==> src/rtl/muldiv_pkg.sv <==
// Shared definitions for the HI/LO multiply/divide unit.
//   - FSM state encodings (IDLE/MUL/DIV)
//   - iteration count of the multi-cycle datapaths (32 steps, counter 0..31)
//   - op-strobe priority encoding (div > divu > mult > multu > mthi > mtlo)
//   - magnitude helper used to feed the unsigned iterative datapaths
package muldiv_pkg;

  localparam int unsigned ITER_COUNT = 32;
  localparam logic [5:0]  ITER_LAST  = 6'(ITER_COUNT - 1);

  localparam logic [1:0] IDLE_ENC = 2'd0;
  localparam logic [1:0] MUL_ENC  = 2'd1;
  localparam logic [1:0] DIV_ENC  = 2'd2;

  typedef enum logic [1:0] {
    ST_IDLE = IDLE_ENC,
    ST_MUL  = MUL_ENC,
    ST_DIV  = DIV_ENC
  } state_t;

  typedef enum logic [2:0] {
    OP_NONE  = 3'd0,
    OP_DIV   = 3'd1,
    OP_DIVU  = 3'd2,
    OP_MULT  = 3'd3,
    OP_MULTU = 3'd4,
    OP_MTHI  = 3'd5,
    OP_MTLO  = 3'd6
  } op_t;

  // Highest-priority strobe wins when the decoder raises several at once.
  function automatic op_t op_select(input logic is_div, input logic is_divu,
                                    input logic is_mult, input logic is_multu,
                                    input logic hi_wen, input logic lo_wen);
    op_t sel;
    if (is_div)        sel = OP_DIV;
    else if (is_divu)  sel = OP_DIVU;
    else if (is_mult)  sel = OP_MULT;
    else if (is_multu) sel = OP_MULTU;
    else if (hi_wen)   sel = OP_MTHI;
    else if (lo_wen)   sel = OP_MTLO;
    else               sel = OP_NONE;
    return sel;
  endfunction

  // Absolute value when treated as signed; 0x80000000 maps to 2^31 unsigned.
  function automatic logic [31:0] magnitude(input logic [31:0] x, input logic is_signed);
    return (is_signed && x[31]) ? (32'd0 - x) : x;
  endfunction

endpackage

==> src/rtl/hilo_muldiv_div_iter.sv <==
// div_iter: radix-2 restoring divider on unsigned magnitudes.
// Ports:
//   clk, reset         - clock, synchronous active-high reset
//   load               - capture dividend/divisor and clear the partial remainder
//   step               - perform one quotient-bit iteration
//   dividend, divisor  - 32-bit unsigned magnitudes
//   quotient, remainder- result *after* the current step (combinational), so the
//                        controller can commit the final step in the same cycle
module div_iter
  import muldiv_pkg::*;
(
  input  logic        clk,
  input  logic        reset,
  input  logic        load,
  input  logic        step,
  input  logic [31:0] dividend,
  input  logic [31:0] divisor,
  output logic [31:0] quotient,
  output logic [31:0] remainder
);

  logic [31:0] rem_q;
  logic [31:0] quo_q;
  logic [31:0] dsr_q;
  logic [32:0] partial;
  logic [32:0] trial;
  logic        fits;

  // Dividend bits shift out of quo_q into the remainder while quotient bits
  // shift in from the bottom, so one register serves both roles.
  always_comb begin
    partial   = {rem_q, quo_q[31]};
    trial     = partial - {1'b0, dsr_q};
    fits      = ~trial[32];
    remainder = fits ? trial[31:0] : partial[31:0];
    quotient  = {quo_q[30:0], fits};
  end

  always_ff @(posedge clk) begin
    if (reset) begin
      rem_q <= '0;
      quo_q <= '0;
      dsr_q <= '0;
    end else if (load) begin
      rem_q <= '0;
      quo_q <= dividend;
      dsr_q <= divisor;
    end else if (step) begin
      rem_q <= remainder;
      quo_q <= quotient;
    end
  end

endmodule

==> src/rtl/hilo_muldiv.sv <==
// hilo_muldiv: MIPS-style HI/LO register unit with mult/multu/div/divu/mthi/mtlo.
// Ports:
//   clk, reset                        - clock, synchronous active-high reset
//   op_valid                          - qualifies the op strobes this cycle
//   is_mult/is_multu/is_div/is_divu   - arithmetic op strobes
//   hi_wen, lo_wen                    - mthi / mtlo strobes (write src_a)
//   src_a, src_b                      - rs / rt operands, latched at accept
//   cancel                            - aborts the in-flight op (flush)
//   busy                              - multi-cycle op in flight
//   hi, lo                            - architectural HI/LO registers
// Configuration macro: MULDIV_SINGLE_CYCLE_MULT_EN -- when defined, mult/multu
// complete in the accept cycle; otherwise they iterate 32 cycles in MUL.
module hilo_muldiv
  import muldiv_pkg::*;
(
  input  logic        clk,
  input  logic        reset,
  input  logic        op_valid,
  input  logic        is_mult,
  input  logic        is_multu,
  input  logic        is_div,
  input  logic        is_divu,
  input  logic        hi_wen,
  input  logic        lo_wen,
  input  logic [31:0] src_a,
  input  logic [31:0] src_b,
  input  logic        cancel,
  output logic        busy,
  output logic [31:0] hi,
  output logic [31:0] lo
);

  state_t      state;
  logic [5:0]  count;
  op_t         op;
  logic        accept;
  logic        last;

  logic        neg_q;
  logic        neg_r;
  logic        div_zero;
  logic [31:0] a_hold;
  logic        div_load;
  logic        div_step;
  logic [31:0] div_quo;
  logic [31:0] div_rem;
  logic [31:0] q_fix;
  logic [31:0] r_fix;

`ifdef MULDIV_SINGLE_CYCLE_MULT_EN
  logic signed [63:0] sprod;
  logic        [63:0] uprod;
  always_comb begin
    sprod = $signed(src_a) * $signed(src_b);
    uprod = {32'd0, src_a} * {32'd0, src_b};
  end
`else
  logic [31:0] mcand;
  logic [63:0] prod;
  logic        neg_p;
  logic [31:0] addend;
  logic [32:0] sum;
  logic [63:0] prod_next;
  logic [63:0] prod_fix;

  // Shift-add: the multiplier sits in prod[31:0] and is consumed LSB first
  // while the accumulating upper half shifts down into its place.
  always_comb begin
    addend    = prod[0] ? mcand : '0;
    sum       = {1'b0, prod[63:32]} + {1'b0, addend};
    prod_next = {sum, prod[31:1]};
    prod_fix  = neg_p ? (64'd0 - prod_next) : prod_next;
  end
`endif

  always_comb begin
    op       = op_select(is_div, is_divu, is_mult, is_multu, hi_wen, lo_wen);
    busy     = (state != ST_IDLE);
    accept   = op_valid && !busy && !cancel && (op != OP_NONE);
    last     = (count == ITER_LAST);
    div_load = accept && ((op == OP_DIV) || (op == OP_DIVU));
    div_step = (state == ST_DIV);
    q_fix    = neg_q ? (32'd0 - div_quo) : div_quo;
    r_fix    = neg_r ? (32'd0 - div_rem) : div_rem;
  end

  div_iter u_div_iter (
    .clk       (clk),
    .reset     (reset),
    .load      (div_load),
    .step      (div_step),
    .dividend  (magnitude(src_a, op == OP_DIV)),
    .divisor   (magnitude(src_b, op == OP_DIV)),
    .quotient  (div_quo),
    .remainder (div_rem)
  );

  always_ff @(posedge clk) begin
    if (reset) begin
      state    <= ST_IDLE;
      count    <= '0;
      hi       <= '0;
      lo       <= '0;
      neg_q    <= 1'b0;
      neg_r    <= 1'b0;
      div_zero <= 1'b0;
      a_hold   <= '0;
`ifndef MULDIV_SINGLE_CYCLE_MULT_EN
      mcand    <= '0;
      prod     <= '0;
      neg_p    <= 1'b0;
`endif
    end else begin
      case (state)
        ST_IDLE: begin
          if (accept) begin
            case (op)
              OP_DIV, OP_DIVU: begin
                state    <= ST_DIV;
                count    <= '0;
                neg_q    <= (op == OP_DIV) && (src_a[31] ^ src_b[31]);
                neg_r    <= (op == OP_DIV) && src_a[31];
                div_zero <= (src_b == '0);
                a_hold   <= src_a;
              end
`ifdef MULDIV_SINGLE_CYCLE_MULT_EN
              OP_MULT: begin
                hi <= sprod[63:32];
                lo <= sprod[31:0];
              end
              OP_MULTU: begin
                hi <= uprod[63:32];
                lo <= uprod[31:0];
              end
`else
              OP_MULT, OP_MULTU: begin
                state <= ST_MUL;
                count <= '0;
                mcand <= magnitude(src_a, op == OP_MULT);
                prod  <= {32'd0, magnitude(src_b, op == OP_MULT)};
                neg_p <= (op == OP_MULT) && (src_a[31] ^ src_b[31]);
              end
`endif
              OP_MTHI: hi <= src_a;
              OP_MTLO: lo <= src_a;
              default: ;
            endcase
          end
        end
        ST_DIV: begin
          if (cancel) begin
            state <= ST_IDLE;
            count <= '0;
          end else if (last) begin
            state <= ST_IDLE;
            count <= '0;
            // Divide-by-zero bypasses the sign fix-up so signed and unsigned agree.
            if (div_zero) begin
              lo <= '1;
              hi <= a_hold;
            end else begin
              lo <= q_fix;
              hi <= r_fix;
            end
          end else begin
            count <= count + 6'd1;
          end
        end
`ifndef MULDIV_SINGLE_CYCLE_MULT_EN
        ST_MUL: begin
          if (cancel) begin
            state <= ST_IDLE;
            count <= '0;
          end else if (last) begin
            state <= ST_IDLE;
            count <= '0;
            hi    <= prod_fix[63:32];
            lo    <= prod_fix[31:0];
          end else begin
            prod  <= prod_next;
            count <= count + 6'd1;
          end
        end
`endif
        default: begin
          state <= ST_IDLE;
          count <= '0;
        end
      endcase
    end
  end

endmodule

==> config.mk <==
export PLATFORM = sky130hd
export DESIGN_NAME = hilo_muldiv
export DESIGN_NICKNAME = d
export VERILOG_FILES = /design/src/rtl/muldiv_pkg.sv /design/src/rtl/hilo_muldiv_div_iter.sv /design/src/rtl/hilo_muldiv.sv
export SDC_FILE = /design/constraint.sdc
export NUM_CORES = 1
export LEC_CHECK = 0
export CORE_MARGIN = 4
export CORE_UTILIZATION = 34
export CTS_BUF_LIST = sky130_fd_sc_hd__clkbuf_8
export DETAILED_ROUTE_END_ITERATION = 16
export GPL_TIMING_DRIVEN = 0
export PLACE_DENSITY = 0.57
export SLEW_MARGIN = 30
export SYNTH_ARGS = -nofsm -noshare
export SYNTH_HDL_FRONTEND = slang
export SYNTH_SLANG_ARGS = --single-unit
==> constraint.sdc <==
create_clock -name clk -period 6.65 [get_ports clk]
set_clock_uncertainty 0.05 [all_clocks]
set_input_delay 1.33 -clock clk [delete_from_list [all_inputs] [get_ports clk]]
set_output_delay 1.33 -clock clk [all_outputs]
set_load 0.01 [all_outputs]
# Word level (Yosys, flattened, before mapping)
# Index checks and enable logic that the tools add are counted.
[classes] eq_ne=21 muxes=48 reduce_logical=32 n_shift=0 n_div=0 mul=0 add_sub_neg=8 bitwise=2 order_cmp=0
[op_table] op="32-bit two-way mux" n=24
[op_table] op="64-bit two-way mux" n=5
[op_table] op="32-bit case mux with 3 select lines" n=2
[op_table] op="64-bit case mux with 2 select lines" n=1
[op_table] op="1-bit by 32-bit subtractor with 32-bit output, first input constant" n=4
[op_table] op="1-bit by 64-bit subtractor with 64-bit output, first input constant" n=1
[op_table] op="32-bit by 32-bit adder with 33-bit output" n=1
[op_table] op="33-bit by 32-bit subtractor with 33-bit output" n=1
[op_table] op="32-bit zero test" n=1
[op_table] op="6-bit two-way mux" n=4
[op_table] op="3-bit two-way mux" n=6
[op_table] op="2-bit != test, second input constant" n=7
[op_table] op="7-bit AND reduction" n=2
[op_table] op="6-bit case mux with 2 select lines" n=1
[op_table] op="1-bit logical AND" n=10
[op_table] op="3-bit == test, second input constant" n=3
[op_table] op="3-bit AND reduction" n=3
[op_table] op="2-bit case mux with 2 select lines" n=2
[op_table] op="2-bit OR reduction" n=4
[op_table] op="6-bit by 1-bit adder with 6-bit output, second input constant" n=1
[op_table] op="3-bit by 2-bit == test with 1-bit output, second input constant" n=2
[op_table] op="6-bit by 5-bit == test with 1-bit output, second input constant" n=1
[op_table] op="2-bit two-way mux" n=3
[op_table] op="2-bit by 1-bit != test with 1-bit output, second input constant" n=3
[op_table] op="other kinds (14)" n=19
[word_totals] ram_bits=0 word_cells=125 memories=0 inputBits=74 register_bits=300 romBits=0 latchBits=0

# Longest topological paths before layout
# Gate-level depths: netlist (run 1).
[logic_depth] ltp_word=12 ltp_mapped=25

# Cells and area by module
# Synthesis (run 1) repeated with hierarchy kept, for this count alone.
[unflattened] hier_cells=3089 hier_area_um2=22670.5
[by_module_without_submodules] module="hilo_muldiv" area_per_inst_um2=16358.2 instances=1 cells_each=2278
[by_module_without_submodules] module="div_iter" area_per_inst_um2=6312.3 instances=1 cells_each=811

# Least setup slack after synthesis (run 1)
# Ideal clock, no wire load.
[synth_path] path_kind="reg2reg" startpoint="reg u_div_iter.quo_q[31]" endpoint="reg lo[26]" path_slack_ps=2035 t_arrival_ps=4438 path_buffers=3 setup_ps=128 required_time_ps=6472 path_stages_with_launch=26 cell_sequence="dfxtp_1 -> inv_1 -> ha_1 -> inv_1 -> fa_1 -> a211oi_2 -> o31ai_2 -> o2111ai_2 -> a31oi_2 -> nor3_1 -> nor2_1 -> inv_1 -> buf_6 -> clkbuf_1 -> ha_1 -> nand2b_1 -> nor2b_1 -> nand3_1 -> or3_1 -> clkbuf_1 -> o41ai_1 -> xnor2_1 -> o21ai_0 -> a31oi_1 -> a21oi_1 -> nor2_1"
[synth_via] elab_chain_cells=8
[synth_lines] element="start, declared" line_no="hilo_muldiv_div_iter.sv:23" rtl="logic [31:0] quo_q;"
[synth_lines] element="start signal, assigned" line_no="hilo_muldiv_div_iter.sv:46" rtl="quo_q <= dividend;"
[synth_lines] element="start signal, assigned" line_no="hilo_muldiv_div_iter.sv:50" rtl="quo_q <= quotient;"
[synth_lines] element="33-bit by 32-bit subtractor with 33-bit output" line_no="hilo_muldiv_div_iter.sv:33" rtl="trial = partial - {1'b0, dsr_q};"
[synth_lines] element="1-bit inverter" line_no="hilo_muldiv_div_iter.sv:34" rtl="fits = ~trial[32];"
[synth_lines] element="1-bit by 32-bit subtractor with 32-bit output" line_no="hilo_muldiv.sv:83" rtl="q_fix = neg_q ? (32'd0 - div_quo) : div_quo;"
[synth_lines] element="32-bit two-way mux" line_no="hilo_muldiv.sv:83"
[synth_lines] element="32-bit two-way mux" line_no="hilo_muldiv.sv:158" rtl="if (div_zero) begin"
[synth_lines] element="32-bit two-way mux" line_no="hilo_muldiv.sv:154" rtl="end else if (last) begin"
[synth_lines] element="32-bit two-way mux" line_no="hilo_muldiv.sv:151" rtl="if (cancel) begin"
[synth_lines] element="32-bit case mux with 3 select lines" line_no="hilo_muldiv.sv:114" rtl="case (state)"
[synth_lines] element="end signal, assigned" line_no="hilo_muldiv.sv:145" rtl="OP_MTLO: lo <= src_a;"
[synth_lines] element="end signal, assigned" line_no="hilo_muldiv.sv:162" rtl="lo <= q_fix;"
[synth_lines] element="end signal, assigned" line_no="hilo_muldiv.sv:178" rtl="lo <= prod_fix[31:0];"
[synth_lines] element="end, declared" line_no="hilo_muldiv.sv:30" rtl="output logic [31:0] lo"
# No other way between the ends. The select of a mux whose other input is x is not followed.
# A chain may end at the register's enable or synchronous reset.

# Worst setup path after layout (run 1)
[layout_path] startpoint="reg u_div_iter.quo_q[31]" endpoint="reg lo[28]"
# Same word-level chain as after synthesis.

==> results.md, run 1 <==
- The run finished with clean final reports.
- Per report_power, the combinational group accounts for 47.7% of the total.
- The number of hold violations in the final report is 0.
- The chip width is 268 um.
- In this run the most critical hold path is launched from hi[10]$_SDFFE_PP0P_.
- The later pin in the worst-skew pair is clocked with a latency of 690 ps.
- After floorplanning, the core was sized to cover 67200 sq um.
- The relative slew slack is 26.9%.
- In the finished design, the share of the clock period the worst path needs comes to 93.2%.
- The per-cell via count in the routed design is 6.10.
- In this run the static leakage power is 9.24 nW.
- The multiplexer share of the synthesized area is 3.19%.
- The cell that appears most often on the critical path is sky130_fd_sc_hd__inv_1.
- The internal portion of the total power is 4.36 mW.
- Setup repair after global routing left no endpoint under its margin.
- The floorplan die height is 268 um.
- Ranked by total cell area, the synthesized netlist is headed by sky130_fd_sc_hd__dfxtp_1, sky130_fd_sc_hd__nand2_1, sky130_fd_sc_hd__nor2_1, sky130_fd_sc_hd__xnor2_1, sky130_fd_sc_hd__a21oi_1.
- The first detailed-routing pass ran for 7 iterations.
- The worst endpoint data arrival time is 6700 ps.
- The post-synthesis adder-cell area fraction is 4.08%.
- The clock network is responsible for 26.3% of the overall power.
- Buffers inserted during clock tree synthesis total 59.
- Synthesis produced a netlist whose cell count is 3175.
- For the worst flop-to-flop path, the logic depth is 25.
- Total power for the finished layout comes to 8.09 mW.
- Per report_power, the sequential group accounts for 26.0% of the total.
- The slowest stage of the critical path is the sky130_fd_sc_hd__clkbuf_1 cell.
- The placer congestion estimate is 1.06.
- The first global-routing pass estimated 161 mm of wire.
- The count of antenna-violating nets left after detailed routing is 0.
- In this run the post-CTS setup repair buffer count came out at 0.
- The CTS tree is done.
- The via total after detailed routing is 26100.
- The worst hold endpoint is hi[10]$_SDFFE_PP0P_.
- The register clock-pin slew on the reported worst setup and hold paths is 60 ps.
- The number of fillers in the final layout is 7220.
- The worst hold path was traced through 2 stages.
- The post-layout worst setup margin is 455 ps.
- By count the netlist is led by sky130_fd_sc_hd__nand2_1, sky130_fd_sc_hd__nor2_1, sky130_fd_sc_hd__dfxtp_1.
- The number of max-capacitance violations reported is 0.
- Of the total synthesized cell area, the portion taken by AND, OR, NAND and NOR gates is 24.3%.
- In this run the count of I/O pins placed on the die edge is 139.
- The busiest layer in global routing is met2.
- The routing usage on met2 is 43.8%.
- Summed over its instances, the top area cell type makes up 26.1% of the synthesized netlist area.
- The tree is rooted in a sky130_fd_sc_hd__clkbuf_8.
- The met1 track demand over resource is 41.8%.
- The capturing point of the worst reg2reg path is lo[28]$_SDFFE_PP0P_.
- The switching power is 3.73 mW.
- Buffers placed on the I/O ports in this run total 116.
- The startpoint of the worst-slack reg-to-reg timing path is u_div_iter.quo_q[31]$_SDFFE_PP0P_.
- The largest stage delay on the critical path is 630 ps.
- For this configuration, the core starts out at a cell density of 34.3%.
- Detailed placement finished with a half-perimeter wire length of 88.5 mm.
- The pin count of the biggest net entering global routing is 17.
- Summed over all layers, the routed wires come to 113 mm.
- The smallest clock period supported by the final layout is computed as 6190 ps.
- The count of endpoints failing setup in the final report is 0.
- The share of layout cells above drive strength 1 is 4.61%.
- The critical path contains buffers and inverters numbering 6 combined.
- The overall fraction of global-route tracks in use is 29.9%.
- CTS built an H-tree with a depth of 2.
- The number of warnings reported in the yosys synthesis log is 0.
- The number of gates resized after CTS is 0.
- The synthesized flop and latch total is 300.
- At the worst endpoint, the required time is 7150 ps.
- The classification of the worst-slack hold path is flop to flop.
- The maximum fanout along the worst path is 10.
- The number of pins with negative max-slew slack in the final report was 0.
- The number of nets handed over by synthesis was 3323.
- The post-route cell area is 26700 sq um.
- The floorplan step defined a die boundary enclosing 72000 sq um.
- The detailed router's first-iteration violation count is 3201.
- Summing the areas of all compound-gate instances in the mapped netlist gives 28.1% of the synthesized area.
- The total congestion overflow is 0.
- The final routed DRC violation total is 0.
- For the pin with the worst max-slew slack, the measured transition is 1100 ps.
- Among all flip-flop cells after synthesis, the most frequent one is sky130_fd_sc_hd__dfxtp_1.
- Net switching is 46.1% of the power.
- The type of the setup path with the least slack is flop to flop.
- The initial antenna violation count is 7.
- The synthesized netlist occupies a cell area of 23100 sq um.
- The async set-or-reset flop fraction in the synthesized netlist is 0%.
- The combinational family with the most area after synthesis is compound AO/OA/AOI/OAI gates.
- The launching element type of the critical path is a flop.
- In this run, post-CTS hold repair placed 0 buffers.
- The slack of the worst reg-to-reg path is 460 ps.
- The via count of the first global-routing pass is 23900.
- The kind of end point of the critical path is a flop.
- The final total negative setup slack is 0 ps.
- The global-route track usage on met3 is 7.51%.
- No sink is reached through more buffers than the 3 on the longest clock path.
- The count of nets after finishing is 3501.
- In the final routed layout, each cell accounts on average for 26.3 um.
- The sequential cell area fraction in the yosys report is 26.1%.
- The cell type group with the largest total delay on the critical path is compound AO/OA/AOI/OAI gates.
- The most common cell in the netlist is sky130_fd_sc_hd__nand2_1.
- sky130_fd_sc_hd__dfxtp_1 takes more of the synthesized area than any other cell.
- After detailed placement, the total cell area comes to 25300 sq um.
- The synthesized design contains 0 enable-type register cells.
- The synthesized netlist devotes 8.89% of its cell area to XOR and XNOR gates.
- The mean area per synthesized cell is 7.26 sq um.
- The maximum resistive drop on vdd is 140 uV.
- The sink count of the clock tree is 300.
- The site row count is 95.
- At the placement stage, the worst setup path has a slack of 614 ps.
- The power density over cell area is 303 nW/um^2.
- Synthesis instantiated 92 different standard cells from the library.
- The area growth from synthesis to layout is 15.7%.
- The maximum clock frequency is 161 MHz.
## worst reg2reg max path, cell delays in order (launching register included)
cell and delay, ps:
sky130_fd_sc_hd__dfxtp_1 350, sky130_fd_sc_hd__inv_1 170, sky130_fd_sc_hd__ha_1 220, sky130_fd_sc_hd__inv_1 80
sky130_fd_sc_hd__fa_1 420, sky130_fd_sc_hd__a211oi_2 310, sky130_fd_sc_hd__o31ai_2 180, sky130_fd_sc_hd__o2111ai_2 310
sky130_fd_sc_hd__a31oi_2 210, sky130_fd_sc_hd__nor3_1 280, sky130_fd_sc_hd__nor2_1 90, sky130_fd_sc_hd__inv_1 150
sky130_fd_sc_hd__buf_6 160, sky130_fd_sc_hd__clkbuf_1 630, sky130_fd_sc_hd__ha_1 330, sky130_fd_sc_hd__nand2b_1 110
sky130_fd_sc_hd__nor2b_1 180, sky130_fd_sc_hd__nand3_1 160, sky130_fd_sc_hd__or3_1 370, sky130_fd_sc_hd__clkbuf_1 180
sky130_fd_sc_hd__o31ai_1 310, sky130_fd_sc_hd__xnor2_1 90, sky130_fd_sc_hd__o21ai_0 310, sky130_fd_sc_hd__a21oi_1 230
sky130_fd_sc_hd__a21oi_1 160, sky130_fd_sc_hd__nor2_1 50
## metal layers
layer  up-vias  routed length, um
met1     12500              48600
met3       283              12100
met5         -                 13
met4         2               5320
li1      11900                  -
met2      1381              46700
## per-stage QoR
stage / hold slack, ps / std cells / utilization, %
after floorplan: 377 / 3175 / -
after global placement: 391 / 4164 / 37.7
after detailed placement: 394 / 4165 / 37.7
after CTS: 402 / 4275 / 39.7
after global routing: 420 / 4276 / 39.7
final: 407 / 4280 / 39.7
## power by group through the flow
stage	Clock, mW	Sequential [mW]	Combinational [mW]
floorplan	0	2.08	2.49
global placement	0	2.13	3.72
detailed placement	0	2.13	3.71
CTS	2.15	2.10	3.73
global route	2.23	2.12	4.09
finish	2.13	2.10	3.86
## layout by cell type (no fill, tap or decap), drive strengths merged, types with 11 or more instances in the layout
cell type      Yosys  final
a21o              31     31
nand3             68     68
and2              57     57
or2               16     16
a221oi            20     20
a22oi             21     21
clkdlybuf4s50      0    116
clkbuf           221    295
o21ai            210    210
inv               69     91
nand2b            19     19
or3               56     56
or4               26     26
o31ai             49     49
a31oi             21     21
nand4             23     23
xnor2            150    150
and3              17     17
nor2             365    365
o2111ai           19     19
ha                72     72
o31a              14     14
mux2i             61     61
o211ai            32     32
nor3              79     79
and4              12     12
dfxtp            300    300
a311oi            35     35
nand2            385    385
o21a              11     11
nor2b             12     12
a21oi            248    248
xor2              84     84
o41ai             29     29
nor4              28     28
buf               33     34
a211oi           136    136
## worst max-delay path by stage
stage | depth (start not counted) | slack [ps] | endpoint | startpoint
global route | 25 | 80 | lo[26]$_SDFFE_PP0P_ | u_div_iter.quo_q[31]$_SDFFE_PP0P_
CTS | 25 | 580 | lo[26]$_SDFFE_PP0P_ | u_div_iter.quo_q[31]$_SDFFE_PP0P_
detailed placement | 25 | 610 | lo[26]$_SDFFE_PP0P_ | u_div_iter.quo_q[31]$_SDFFE_PP0P_
finish | 25 | 460 | lo[28]$_SDFFE_PP0P_ | u_div_iter.quo_q[31]$_SDFFE_PP0P_
floorplan | 25 | 2030 | lo[26]$_SDFFE_PP0P_ | u_div_iter.quo_q[31]$_SDFFE_PP0P_
global placement | 25 | 610 | lo[28]$_SDFFE_PP0P_ | u_div_iter.quo_q[31]$_SDFFE_PP0P_
## registers in the layout, summed over array words and instances (netlist names)
| name | flops |
|---|---|
| a_hold | 32 |
| count | 6 |
| div_zero | 1 |
| hi | 32 |
| lo | 32 |
| mcand | 32 |
| neg_p | 1 |
| neg_q | 1 |
| neg_r | 1 |
| prod | 64 |
| state | 2 |
| u_div_iter.dsr_q | 32 |
| u_div_iter.quo_q | 32 |
| u_div_iter.rem_q | 32 |
## final cells by class
cell class,count,area (sq um),share of cell area [%]
Tap cell,873,1090,4.10
Timing Repair Buffer,117,1170,4.37
Multi-Input combinational cell,2550,15800,59.4
Sequential cell,300,6010,22.5
Inverter,71,267,0.999
Antenna cell,5,12.5,0.0469
Buffer,254,982,3.68
Clock buffer,74,1020,3.82
Clock inverter,36,295,1.11
## cells by family after synthesis
group	Yosys count
simple gates	1199
compound gates	972
buf+inv	325
flops	300
xor+xnor	234
fa+ha+maj	74
mux	71
(Power assumes the default switching activity.)
==> run 2: changes to the inputs <==
Settings changed: ABC_AREA set to 1, PLACE_DENSITY 0.57 to 0.56.
==> run 2 against run 1 <==
Effect of this change: register-to-register slack improved by 860 ps; via count rose by 10%; fmax rose by 16%; first-iteration DRC count rose by 16%; critical path depth rose by 8; largest cell class unchanged; largest power group unchanged.
==> results.md, run 2 <==
- The commonest cells after synthesis are sky130_fd_sc_hd__nand2_1, sky130_fd_sc_hd__inv_1, sky130_fd_sc_hd__a21oi_1.
- The relative slew slack came to 29.8% (+2.9 points).
- The largest stage delay on the critical path is 460 ps (-170 ps).
- The number of fillers in the final layout is 7818 (+8.3%).
- The most common cell in the synthesized netlist is sky130_fd_sc_hd__nand2_1.
- The power density over cell area came to 567 nW/um^2 (+87%).
- In the synthesized netlist the dominant register cell turns out to be sky130_fd_sc_hd__dfxtp_1.
- The post-CTS setup buffer count is 0 (unchanged).
- The share of layout cells above drive strength 1 came to 4.91% (+0.30 points).
- By area the synthesized netlist is led by sky130_fd_sc_hd__dfxtp_1, sky130_fd_sc_hd__nand2_1, sky130_fd_sc_hd__a21oi_1, sky130_fd_sc_hd__inv_1, sky130_fd_sc_hd__o21ai_0.
- The area share of the largest cell type after synthesis is 25.3% (-0.76 points).
- The leakage power summed over all cells was 12.6 nW (+36%).
- The share of the core filled with cells is 39.9% (+0.22 points).
- The run finished with clean final reports.
- The via count of the first global-routing pass was 26100 (+9.4%).
- The maximum clock frequency is 187 MHz (+16%).
- The overall fraction of global-route tracks in use is 31.0% (+1.1 points).
- The unique cell type count in the Yosys netlist is 60 (-35%).
- The first-pass detailed-route iteration total is 7 (unchanged).
- The multi-input gate area in the final layout is 15000 sq um (-5.5%).
- The register clock-pin slew on the reported worst setup and hold paths was 70 ps (about the same).
- The worst setup path is captured at a flop.
- The cell type group with the largest total delay on the critical path is simple AND/OR/NAND/NOR gates.
- The post-detailed-routing wire length is 120 mm (+6.7%).
- The number of hold violations in the final report is 0 (unchanged).
- The sink count of the clock tree was 300 (unchanged).
- The count of nets after finishing is 4380 (+25%).
- The non-filler instance count after layout is 5214 (+22%).
- The power share of the combinational group is 70.5% (+23 points).
- The most numerous cell type found on the critical path is sky130_fd_sc_hd__nand2_1.
- The sequential cell area fraction in the yosys report is 25.3% (-0.76 points).
- The core footprint is 68900 sq um (+2.7%).
- The placer congestion estimate is 1.07 (+0.55%).
- The site row count is 96 (+1.1%).
- The worst endpoint data arrival time is 5970 ps (-730 ps).
- The number of instances in the synthesized netlist is 4036 (+27%).
- The final routed DRC violation total is 0 (unchanged).
- The critical path buffer and inverter count was 5 (-1).
- The number of warnings reported in the yosys synthesis log came to 0 (unchanged).
- The sequential share of power is 16.6% (-9.4 points).
- The worst-skew pair later-pin latency is 740 ps (+50 ps).
- The switching power is 9.39 mW (+150%).
- The die area was 74100 sq um (+2.9%).
- The count of endpoints failing setup in the final report came to 0 (unchanged).
- The type of the setup path with the least slack is flop to flop.
- The highest-delay cell along the critical path is sky130_fd_sc_hd__fa_1.
- The portion of total power attributed to the clock network was 13.0% (-13 points).
- The average wire per cell in the routed design was 23.1 um (-12%).
- The final HPWL from detailed placement is 97.5 mm (+10%).
- The area growth from synthesis to layout is 15.9%.
- The per-cell via count in the routed design came to 5.52 (-9.5%).
- Summed over all instances, the cell type with the most area after synthesis is sky130_fd_sc_hd__dfxtp_1.
- The synthesized flop and latch total is 300 (unchanged).
- The number of max-capacitance violations reported was 0 (unchanged).
- The maximum clock insertion buffer count is 3 (unchanged).
- The post-placement cell count is 5102 (+22%).
- The final critical-path share of the clock period is 80.2% (-13 points).
- The floorplan die height is 272 um (+1.5%).
- The final total negative setup slack came to 0 ps (unchanged).
- Setup repair after global routing left no endpoint under its margin.
- The required arrival time at the worst endpoint is 7280 ps (+130 ps).
- The total congestion overflow is 0 (unchanged).
- The count of antenna-violating nets left after detailed routing came to 0 (unchanged).
- The tree is rooted in a sky130_fd_sc_hd__clkbuf_8.
- The time the worst path needs with I/O delays and setup is 5340 ps (-859 ps).
- The total CTS buffers is 59 (unchanged).
- STA classifies the critical path startpoint as a flop.
- The initial antenna violation count is 5 (-2).
- The netlist area before placement came to 23800 sq um (+3.0%).
- The fraction of power spent switching nets is 60.2% (+14 points).
- The maximum fanout along the worst path was 10 (unchanged).
- The maximum resistive drop on vdd was 372 uV (+170%).
- The number of pins with negative max-slew slack in the final report is 0 (unchanged).
- The flip-flop count of the largest register, all copies and words added came to 64 (unchanged).
- TritonCTS built the clock tree.
- The pin count of the biggest net entering global routing was 19 (+2).
- The top-level port count is 139 (unchanged).
- The register containing the most flip-flops in the final layout is prod.
- The count of input and output buffers is 135 (+16%).
- The number of gates resized after CTS is 0 (unchanged).
- The chip width came to 272 um (+1.5%).
- The initial cell density of the core was 34.4% (+0.12 points).
- In the layout the commonest cells are sky130_fd_sc_hd__nand2_1, sky130_fd_sc_hd__inv_1, sky130_fd_sc_hd__a21oi_1.
- The mean area per synthesized cell is 5.88 sq um (-19%).
- The number of buffers inserted by hold repair at cts came to 0 (unchanged).
- The via total after detailed routing came to 28800 (+10%).
- The worst-margin pin slew is 1050 ps (-43.2 ps).
- The internal portion of total power was 6.22 mW (+43%).
- The number of nets in the synthesized netlist is 4184 (+26%).
- The async set-or-reset flop fraction in the synthesized netlist was 0% (unchanged).
- The area occupied by registers came to 6010 sq um (unchanged).
- The wire length of the first global-routing pass is 172 mm (+7.0%).
- The number of enable flip-flop cells after synthesis came to 0 (unchanged).
- The detailed router's first-iteration violation count is 3722 (+16%).
- The min-delay analysis places its worst path in the category flop to flop.
- The leading cell type in the layout, fill and taps excluded is sky130_fd_sc_hd__nand2_1.
- The number of levels the H-tree was split into was 2 (unchanged).
run 2: cell types whose count changed in the layout (fill, tap and decap cells not counted), moves of 35 or more:
cell and delta:
sky130_fd_sc_hd__a211oi_1 -125, sky130_fd_sc_hd__o21ai_0 +170, sky130_fd_sc_hd__o31ai_1 -40, sky130_fd_sc_hd__a311oi_1 -35
sky130_fd_sc_hd__clkbuf_1 -62, sky130_fd_sc_hd__inv_1 +445, sky130_fd_sc_hd__or3_1 -55, sky130_fd_sc_hd__nand3_1 +150
sky130_fd_sc_hd__o22ai_1 +49, sky130_fd_sc_hd__and2_1 -54, sky130_fd_sc_hd__xnor2_1 -132, sky130_fd_sc_hd__mux2i_1 -61
sky130_fd_sc_hd__a21oi_1 +167, sky130_fd_sc_hd__nand2_1 +657
run 2: worst paths after layout:
path                                      from                endpoint  slack (ps)  cells past startpoint
max          u_div_iter.quo_q[31]$_SDFFE_PP0P_     lo[30]$_SDFFE_PP0P_        1310                     33
min                     a_hold[1]$_SDFFE_PP0P_  a_hold[1]$_SDFFE_PP0P_         410                      2
max reg2reg  u_div_iter.quo_q[31]$_SDFFE_PP0P_     lo[30]$_SDFFE_PP0P_        1310                     33
min reg2reg             a_hold[1]$_SDFFE_PP0P_  a_hold[1]$_SDFFE_PP0P_         410                      2
run 2: routing by layer:
layer | wire length, um | share of wire, % | global-route usage [%] | up-vias
met1 | 49500 | 41 | 41.1 | 13300
li1 | - | - | - | 13600
met3 | 11600 | 9.7 | 5.58 | 292
met4 | 7020 | 5.8 | 15.6 | 2
met5 | 14 | 0.012 | 0 | -
met2 | 52100 | 43 | 48.4 | 1517
run 2: layout make-up:
type	count	area share (%)
clock buffer	78	3.90
clock inverter	27	0.604
inverter	541	7.38
antenna	7	0.0636
tap	931	4.23
sequential	300	21.8
multi-input combinational	3007	54.4
timing repair buffer	135	4.91
buffer	188	2.75
run 2: stage by stage:
step,total power [mW],hold WS [ps],cell area (sq um),setup slack (ps)
3_5_place_dp,13.1,389,26300,1160
5_1_grt,16.7,432,27500,977
4_1_cts,15.2,406,27500,1370
6_report,15.6,414,27500,1310
3_3_place_gp,13.1,383,26300,987
2_1_floorplan,9.43,373,23800,2710
run 2: logic make-up (layout without fill, tap and decap cells):
family / count (synthesis) / after routing / share of synthesized area (%)
AND/OR/NAND/NOR: 1845 / 1845 / 32.9
AO/OA/AOI/OAI: 1002 / 1002 / 23.0
buffers and inverters: 729 / 969 / 11.7
flip-flops: 300 / 300 / 25.3
XOR/XNOR: 86 / 86 / 3.17
adder cells (fa/ha/maj): 74 / 74 / 3.96
other: 0 / 7 / 0
run 2: tightest hold or removal path: cells and delay by family, from the launching register on:
kind	cells	cell delay (ps)
AOI/OAI and AO/OA	1	50
and+or+nand+nor	1	50
DFF	1	330
run 2: power groups by stage:
stage	logic [mW]	registers [mW]	clock network (mW)
floorplan	6.99	2.44	0
global placement	10.5	2.60	0
detailed placement	10.6	2.59	0
CTS	10.6	2.56	2.02
global route	11.9	2.60	2.12
finish	11.0	2.58	2.02
